## src/rtl/aes_pkg.sv

```systemverilog
// ---------------------------------------------------------------------------
// aes_pkg
// Shared constants, types and helpers for the AES-128 key schedule.
//   AES_NR_128 : round count for AES-128
//   RCON_INIT  : first round constant
//   state_e    : key-expansion FSM states
//   xtime      : GF(2^8) multiply-by-x, used to advance the round constant
// ---------------------------------------------------------------------------
package aes_pkg;

    localparam int unsigned AES_NR_128 = 10;
    localparam logic [7:0]  RCON_INIT  = 8'h01;

    typedef enum logic {
        IDLE,
        EXPAND
    } state_e;

    // Multiply by x modulo the AES polynomial x^8 + x^4 + x^3 + x + 1.
    function automatic logic [7:0] xtime(input logic [7:0] x);
        return {x[6:0], 1'b0} ^ (x[7] ? 8'h1B : 8'h00);
    endfunction

endpackage

```

## src/rtl/aes_sbox.sv

```systemverilog
// ---------------------------------------------------------------------------
// aes_sbox
// Combinational AES forward S-box (SubBytes on one byte).
//   sbox_i : input byte
//   sbox_o : substituted byte
// ---------------------------------------------------------------------------
module aes_sbox (
    input  logic [7:0] sbox_i,
    output logic [7:0] sbox_o
);

    // Entry for byte x lives at bits [(255-x)*8 +: 8], i.e. row 0 is the MSBs.
    localparam logic [2047:0] SBOX_TABLE = {
        128'h637c777bf26b6fc53001672bfed7ab76,
        128'hca82c97dfa5947f0add4a2af9ca472c0,
        128'hb7fd9326363ff7cc34a5e5f171d83115,
        128'h04c723c31896059a071280e2eb27b275,
        128'h09832c1a1b6e5aa0523bd6b329e32f84,
        128'h53d100ed20fcb15b6acbbe394a4c58cf,
        128'hd0efaafb434d338545f9027f503c9fa8,
        128'h51a3408f929d38f5bcb6da2110fff3d2,
        128'hcd0c13ec5f974417c4a77e3d645d1973,
        128'h60814fdc222a908846eeb814de5e0bdb,
        128'he0323a0a4906245cc2d3ac629195e479,
        128'he7c8376d8dd54ea96c56f4ea657aae08,
        128'hba78252e1ca6b4c6e8dd741f4bbd8b8a,
        128'h703eb5664803f60e613557b986c11d9e,
        128'he1f8981169d98e949b1e87e9ce5528df,
        128'h8ca1890dbfe6426841992d0fb054bb16
    };

    // (255 - x) * 8 == {~x, 3'b000}
    assign sbox_o = SBOX_TABLE[{~sbox_i, 3'b000} +: 8];

endmodule

```

## src/rtl/aes_key_expand_iter.sv

```systemverilog
// ---------------------------------------------------------------------------
// aes_key_expand_iter
// Iterative AES-128 key schedule: one round key per clock, all round keys
// held in registers and presented flat to the unrolled encrypt pipeline.
//   clk             : clock
//   rst_n           : asynchronous active-low reset
//   key_load        : one-cycle request to expand key_in (honoured in IDLE only)
//   key_in          : 128-bit cipher key, w0 = key_in[127:96]
//   busy            : expansion in progress, key_load ignored
//   keys_valid      : round_keys_flat complete and stable
//   round_keys_flat : rk[k] = round_keys_flat[k*128 +: 128], k = 0..NR
// Latency: key_load sampled at edge T, rk[i] written at edge T+i,
// keys_valid high after edge T+NR.
// ---------------------------------------------------------------------------
module aes_key_expand_iter
    import aes_pkg::*;
#(
    parameter int unsigned NR = AES_NR_128
) (
    input  logic                  clk,
    input  logic                  rst_n,
    input  logic                  key_load,
    input  logic [127:0]          key_in,
    output logic                  busy,
    output logic                  keys_valid,
    output logic [(NR+1)*128-1:0] round_keys_flat
);

    if (NR != AES_NR_128) begin : g_bad_nr
        $error("aes_key_expand_iter: NR must be 10 (AES-128)");
    end

    localparam int unsigned CNT_W = 4;

    // -----------------------------------------------------------------------
    // State
    // -----------------------------------------------------------------------
    state_e             state_q, state_d;
    logic [CNT_W-1:0]   cnt_q, cnt_d;
    logic [7:0]         rcon_q, rcon_d;
    logic               keys_valid_q, keys_valid_d;
    logic [127:0]       rk_q [0:NR];

    // Round-key write port, driven by the FSM.
    logic               rk_we;
    logic [CNT_W-1:0]   rk_widx;
    logic [127:0]       rk_wdata;

    // -----------------------------------------------------------------------
    // Round step: rk[cnt] derived from rk[cnt-1]
    // -----------------------------------------------------------------------
    logic [CNT_W-1:0]   prev_idx;
    logic [127:0]       prev_key;
    logic [31:0]        w0, w1, w2, w3;
    logic [31:0]        rot_w3, sub_w3, t_word;
    logic [31:0]        n0, n1, n2, n3;
    logic [127:0]       next_key;

    // cnt is 0 only before the first load; clamp so the read stays in range.
    assign prev_idx = (cnt_q == '0) ? '0 : cnt_q - CNT_W'(1);
    assign prev_key = rk_q[prev_idx];

    assign {w0, w1, w2, w3} = prev_key;
    assign rot_w3 = {w3[23:0], w3[31:24]};

    for (genvar b = 0; b < 4; b++) begin : g_subword
        aes_sbox u_sbox (
            .sbox_i (rot_w3[b*8 +: 8]),
            .sbox_o (sub_w3[b*8 +: 8])
        );
    end

    assign t_word   = sub_w3 ^ {rcon_q, 24'h0};
    assign n0       = w0 ^ t_word;
    assign n1       = w1 ^ n0;
    assign n2       = w2 ^ n1;
    assign n3       = w3 ^ n2;
    assign next_key = {n0, n1, n2, n3};

    // -----------------------------------------------------------------------
    // FSM: next state and write-port control
    // -----------------------------------------------------------------------
    always_comb begin
        // NOTE: every signal gets a default before the case so no path leaves
        // it unassigned; otherwise synthesis infers a latch to hold the value.
        state_d      = state_q;
        cnt_d        = cnt_q;
        rcon_d       = rcon_q;
        keys_valid_d = keys_valid_q;
        rk_we        = 1'b0;
        rk_widx      = cnt_q;
        rk_wdata     = next_key;

        unique case (state_q)
            IDLE: begin
                if (key_load) begin
                    rk_we        = 1'b1;
                    rk_widx      = '0;
                    rk_wdata     = key_in;
                    cnt_d        = CNT_W'(1);
                    rcon_d       = RCON_INIT;
                    keys_valid_d = 1'b0;
                    state_d      = EXPAND;
                end
            end
            EXPAND: begin
                rk_we  = 1'b1;
                cnt_d  = cnt_q + CNT_W'(1);
                rcon_d = xtime(rcon_q);
                if (cnt_q == CNT_W'(NR)) begin
                    keys_valid_d = 1'b1;
                    state_d      = IDLE;
                end
            end
            default: state_d = IDLE;
        endcase
    end

    // -----------------------------------------------------------------------
    // Control registers
    // -----------------------------------------------------------------------
    // NOTE: sequential state uses non-blocking assignments so every register
    // samples its pre-edge inputs, independent of statement order.
    always_ff @(posedge clk or negedge rst_n) begin
        if (!rst_n) begin
            state_q      <= IDLE;
            cnt_q        <= '0;
            rcon_q       <= RCON_INIT;
            keys_valid_q <= 1'b0;
        end else begin
            state_q      <= state_d;
            cnt_q        <= cnt_d;
            rcon_q       <= rcon_d;
            keys_valid_q <= keys_valid_d;
        end
    end

    // -----------------------------------------------------------------------
    // Round-key storage
    // -----------------------------------------------------------------------
    // NOTE: this array is deliberately flop-based and reset, because a reset
    // must clear every key on the output bus; a RAM-style array would not be.
    always_ff @(posedge clk or negedge rst_n) begin
        if (!rst_n) begin
            for (int k = 0; k <= NR; k++) begin
                rk_q[k] <= '0;
            end
        end else if (rk_we) begin
            rk_q[rk_widx] <= rk_wdata;
        end
    end

    // -----------------------------------------------------------------------
    // Outputs: registers only
    // -----------------------------------------------------------------------
    assign busy       = (state_q == EXPAND);
    assign keys_valid = keys_valid_q;

    for (genvar k = 0; k <= NR; k++) begin : g_flat
        assign round_keys_flat[k*128 +: 128] = rk_q[k];
    end

endmodule

```

## config.mk

```make
export PLATFORM = sky130hd
export DESIGN_NAME = aes_key_expand_iter
export DESIGN_NICKNAME = d
export VERILOG_FILES = /design/src/rtl/aes_pkg.sv /design/src/rtl/aes_sbox.sv /design/src/rtl/aes_key_expand_iter.sv
export SDC_FILE = /design/constraint.sdc
export NUM_CORES = 2
export LEC_CHECK = 0
export CORE_AREA = 8 8 591 593
export DETAILED_ROUTE_END_ITERATION = 7
export DIE_AREA = 0 0 599 601
export PLACE_DENSITY = 0.41
export SYNTH_ARGS = -nofsm -noshare
export SYNTH_HDL_FRONTEND = slang
export SYNTH_HIERARCHICAL = 1
export SYNTH_SLANG_ARGS = --single-unit
export TNS_END_PERCENT = 100
```

## constraint.sdc

```tcl
create_clock -name clk -period 7.55 [get_ports clk]
set_input_delay 1.8875 -clock clk [delete_from_list [all_inputs] [get_ports clk]]
set_output_delay 1.8875 -clock clk [all_outputs]
set_load 0.02 [all_outputs]
```

Word level (Yosys, flattened, before mapping)
Cells that the tools add are included.

cells by class
  add/subtract/negate cells = 2
  reductions and logical operators = 3
  multiplexer cells = 23
  div/mod/pow operators = 0
  bitwise gates (word level) = 13
  shift-type cells = 4
  equal/unequal tests = 3
  multipliers = 0
  order comparisons = 3

operators by type and width
  cell                          count
  $shiftx A2048 B12 Y8 const A  4
  $bwmux W1408                  1
  $mux W128                     5
  $bmux W128 S4                 1
  $demux W128 S4                1
  $xor A32 B32 Y32              5
  $not A8 Y8                    4
  $mux W4                       4
  $pmux W8 S2                   1
  $ge A5 B5 Y1 const B          2
  $not A4 Y5                    2
  $mux W8                       1
  $pmux W4 S2                   1
  $xor A8 B5 Y8                 1
  $pmux W1 S2                   3
  $lt A5 B1 Y1 const B          1
  $mux W5                       1
  $add A4 B1 Y4 const B         1
  $eq A4 B4 Y1 const B          1
  $logic_not A4 Y1              1
  $mux W1                       4
  $sub A4 B1 Y4 const B         1
  $ne A2 B1 Y1 const B          1
  $ne A2 B2 Y1 const B          1
  other kinds (3)               3

word-level totals
  input bits = 131
  register bits after elaboration = 1422
  latch bits = 0
  memory bits (writable) = 0
  memories kept = 0
  memory bits (read-only) = 0
  logic and storage cells = 66

Depth between registers and ports, before layout
  depth after elaboration = 16
  mapped depth = 40
  depth with buffers taken out = 24

Hierarchy
The synthesis kept the hierarchy.

modules (own cells, without submodules)
  module               sequential area each (µm²)  cells an instance  instances  area an instance (µm²)
  aes_key_expand_iter  35585.4                     7129               1          66124.7
  aes_sbox             0.0                         535                4          3397.0

Worst setup path after synthesis
No wires, ideal clock.

  kind = reg-to-reg
  start point = register cnt_q[0]
  end point = register rk_q (netlist bit round_keys_flat[1287])
  library setup time = 83 ps
  required time = 7467 ps
  buffers on the path = 14
  path slack = -400 ps
  period minus slack after synthesis = 7950 ps
  arrival = 7867 ps
  stages on the path, launching flop included = 36
  cell sequence = dfrtp_1 buf_2 buf_6 inv_1 buf_2 buf_1 clkbuf_1 clkbuf_1 clkbuf_1 ha_1 buf_4 nor2_1 nor2_2 buf_2 buf_4 buf_2 buf_2 buf_2 mux2i_1 o21ai_0 o21ai_0 o22ai_1 inv_1 ha_1 buf_2 or2_1 a311oi_1 a21oi_1 a21oi_1 o32ai_1 a211oi_1 xnor2_1 xor2_1 xor3_1 or2_1 o21ai_0

on the way
  cells in the longest elaborated chain, start to end = 16
  elaborated cells between the ends (all ways) = 25
  those cells by class = add/sub: 1; order compare: 2; shift: 1; mux: 11; bitwise: 8; reduce/logical: 2

ends and longest elaborated chain
  element                                            RTL line                    RTL
  start, declared                                    aes_key_expand_iter.sv:39   logic [CNT_W-1:0] cnt_q, cnt_d;
  start signal, assigned                             aes_key_expand_iter.sv:132  cnt_q <= cnt_d;
  $sub A4 B1 Y4 or $logic_not A4 Y1 (tied branches)  aes_key_expand_iter.sv:60   assign prev_idx = (cnt_q == '0) ? '0 : cnt_q - CNT_W'(1);
  $mux W4 (*)                                        aes_key_expand_iter.sv:60
  $not A4 Y5 (not written as such) (*)               aes_key_expand_iter.sv:61   assign prev_key = rk_q[prev_idx];
  $bmux W128 S4 (*)                                  aes_key_expand_iter.sv:61
  $mux W128 (not written as such) (*) (2 in a row)   aes_key_expand_iter.sv:61
  net prev_key[25]                                   aes_key_expand_iter.sv:53   logic [127:0] prev_key;
  $not A8 Y8 (*)                                     aes_sbox.sv:33              assign sbox_o = SBOX_TABLE[{~sbox_i, 3'b000} +: 8];
  $shiftx A2048 B12 Y8 (*)                           aes_sbox.sv:33
  net sub_w3[7]                                      aes_key_expand_iter.sv:55   logic [31:0] rot_w3, sub_w3, t_word;
  $xor A32 B32 Y32 (*)                               aes_key_expand_iter.sv:73   assign t_word = sub_w3 ^ {rcon_q, 24'h0};
  $xor A32 B32 Y32 (*)                               aes_key_expand_iter.sv:74   assign n0 = w0 ^ t_word;
  $xor A32 B32 Y32 (*)                               aes_key_expand_iter.sv:75   assign n1 = w1 ^ n0;
  $xor A32 B32 Y32 (*)                               aes_key_expand_iter.sv:76   assign n2 = w2 ^ n1;
  $xor A32 B32 Y32 (*)                               aes_key_expand_iter.sv:77   assign n3 = w3 ^ n2;
  $mux W128                                          aes_key_expand_iter.sv:96   if (key_load) begin
  $mux W128 (*)                                      aes_key_expand_iter.sv:94   unique case (state_q)
  $bwmux W1408 (*)                                   aes_key_expand_iter.sv:149  rk_q[rk_widx] <= rk_wdata;
  end signal, assigned by index                      aes_key_expand_iter.sv:149
  end, declared                                      aes_key_expand_iter.sv:42   logic [127:0] rk_q [0:NR];

Mark *: on every way through the listed nets, which the timed path passes. The rest lies on a longest branch. The select of a mux whose other input is x is not followed.
A chain may end at the register's enable or synchronous reset.

Worst setup path in the final report
  start point = register cnt_q[0]
  end point = register rk_q (netlist bit round_keys_flat[1032])

Same word-level chain as after synthesis.

==> results.yml <==
route:
  route.met3.wl_mm: 47.6
  wirelength_mm: 634
  dr_wl_met2_mm: 289
  highest_layer: "met5"
  drt_pass1_iterations: 8
  routedWlPerCell_um: 41.2
  met1_length_mm: 261
  num_vias: 86349
  ant_nets: 0
  drc_errors: 5
  first_iter_violations: 9744
  vias_per_cell: 5.60
outcome:
  violations: "DRC"
  status: "finished, violations left"
die:
  row_count: 215
  dieArea_um2: 360000
  ioPinCount: 1541
  dieWidth_um: 599
  initial_core_util_pct: 23.4
  die_y_um: 601
  core_um2: 341000
layout:
  area_growth_pct: 37.1
  utilization_pct: 32.1
  nNetsFinal: 10879
  drive_gt1_share_pct: 11.3
sta:
  drv_slew: 0
  maxSlewHeadroom_pct: 7.47
  hold_viol: 0
  finClkSkew_ns: 0.0953
  fin_crit_sh_pct: 99.5
  finalSetupViolCount: 0
  fin_crit_ns: 7.52
  worst_pin_slew_ns: 1.38
  rsz0062_at_grt: "false"
  clock.fmax_ghz: 0.133
clock_network:
  hold_buffers: 0
  worstSkewPairLatency_ns: 0.93
  clk_pin_slew_worst_paths_ns: 0.06
  cts_buffers: 182
  cts_buffer_depth: 4
  h-tree-depth: 4
  cts_sinks: 1422
  cts-root-buf: "clkbuf_16"
  cts_tree: "built"
global_routing:
  grt_pass1_wl_mm: 834
  grt_util_all_layers_pct: 33.6
  overflow: 0
  grt_max_degree: 159
  grt_pass1_vias: 82647
  grt_antenna_before_repair: 76
setup_path:
  critical_path.endpoint_type: "register"
  crit_path_start_kind: "register"
  arrival_ns: 8.20
  critical_path_class: "reg2reg"
  cpMostUsedCell: "buf_4"
  cpPeakStageDelay_ns: 0.93
  crit_slowest_cell: "xnor2_1"
  reg2reg_depth: 26
  worst-path-max-fanout: 30
  reg2reg_from: "cnt_q[0]"
  r2r_end: "round_keys_flat[1032]"
  required_ns: 8.23
  rrSetupSlack_ns: 0.03
yosys:
  synth_top_area_share_pct: 44.6
  yosysWarnings: 6
  yosysMostFrequentCell: "nand2_1"
  synth_area_leaders: "dfrtp_1, o21ai_0, nand2_1"
  synth_edf_count: 0
  ys_seq_elements: 1422
  ys_types: 92
  syn_area_per_cell_um2: 8.60
  seq_area_frac_synth_pct: 44.6
  async_flop_share_pct: 100
  syn-instance-count: 9269
  syn-num-nets: 9460
  yosysTopAreaCell: "dfrtp_1"
  ys.flop_type: "dfrtp_1"
  synth_common_cells: "nand2_1, o21ai_0, dfrtp_1"
  synth_area_um2: 79700
hold_path:
  worstHoldEndpoint: "round_keys_flat[927]"
  whs_path_depth: 2
  hp-class: "reg2reg"
  min_from: "round_keys_flat[927]"
placed_design:
  portBuffers: 1540
  dpl.hpwl_mm: 482
  routabilityCongestion: 0.940
run:
  cap_violations: 0
## layout make-up
| type | count | area (um2) |
|---|---|---|
| diodes | 35 | 87.6 |
| well taps | 4557 | 5700 |
| inverters | 53 | 208 |
| repair buffers | 2206 | 21500 |
| clock inverters | 41 | 504 |
| clock buffers | 279 | 5460 |
| fillers | 35815 | 231000 |
| multi-input cells | 6823 | 40200 |
| flip-flops and latches | 1422 | 35600 |
## metal layers
metal  GRT usage (%)  vias up
met1            43.3    44624
met4            15.8        8
met5               0        -
li1                -    36427
met2            53.8     4443
met3            6.87      847
## sequential cells by signal (all words and copies together) (netlist names)
name / count
cnt_q: 4
keys_valid: 1
rcon_q: 8
round_keys_flat: 1408
busy: 1
## timing repair
action / in CTS / in global routing
pin swaps: 3 / 2
buffers inserted: 3 / 2
gates cloned: 0 / 0
setup endpoints to repair: 129 / 145
hold endpoints to repair: 0 / 0
resized for setup: 13 / 5
## metrics by stage
step                TNS (ns)  hold slack, ns  instance area, um2  instances  worst slack [ns]
floorplan                  0           0.494               79700       9269            0.0759
global placement      -24.94           0.481              103000      15055            -0.390
detailed placement    -11.48           0.487              103000      15056            -0.354
CTS                        0           0.499              109000      15379            0.0613
global route               0           0.523              109000      15407            0.0370
finish                     0           0.498              109000      15416            0.0343
## cells by family (layout without fill, tap and decap cells)
logic type                 Yosys count  in the layout  synth area share, %
adders and majority gates           60             60                0.942
and+or+nand+nor                   2886           2886                 15.9
buffers and inverters             1024           2579                 6.03
xor gates and xnor gates           148            148                 1.91
other                                0             35                    0
muxes                              217            217                 3.03
AOI/OAI and AO/OA                 3512           3512                 27.6
DFF                               1422           1422                 44.6
## placed cells by master (no fill, tap or decap), drive strengths merged, types with 134 or more instances in the layout
| master | count |
|---|---|
| nand2 | 1747 |
| o21ai | 1673 |
| clkbuf | 279 |
| dfrtp | 1421 |
| mux2i | 153 |
| clkdlybuf4s50 | 1539 |
| nor2b | 134 |
| nor2 | 395 |
| nand3 | 186 |
| buf | 667 |
| a31oi | 143 |
| a21oi | 473 |
## worst max path at each step
stage          startpoint               endpoint  slack (ns)  cells after the start
2_1_floorplan    cnt_q[0]  round_keys_flat[1043]        0.08                     36
3_3_place_gp     cnt_q[0]   round_keys_flat[784]       -0.39                     22
3_5_place_dp     cnt_q[0]  round_keys_flat[1296]       -0.35                     22
4_1_cts          cnt_q[0]   round_keys_flat[396]        0.06                     27
5_1_grt          cnt_q[1]   round_keys_flat[530]        0.04                     25
6_report         cnt_q[0]  round_keys_flat[1032]        0.03                     26
## critical path: cells and delay by family (launching register included)
kind                       cells  cell delay (ns)
buffers and inverters          9             1.85
DFF                            1             0.50
and+or+nand+nor                6             1.39
adders and majority gates      1             0.23
xor gates and xnor gates       4             1.43
AOI/OAI and AO/OA              6             1.72
Power is left out: the tool's default activity adds up to more than one toggle a clock period on the data nets, which glitch-free logic cannot reach.
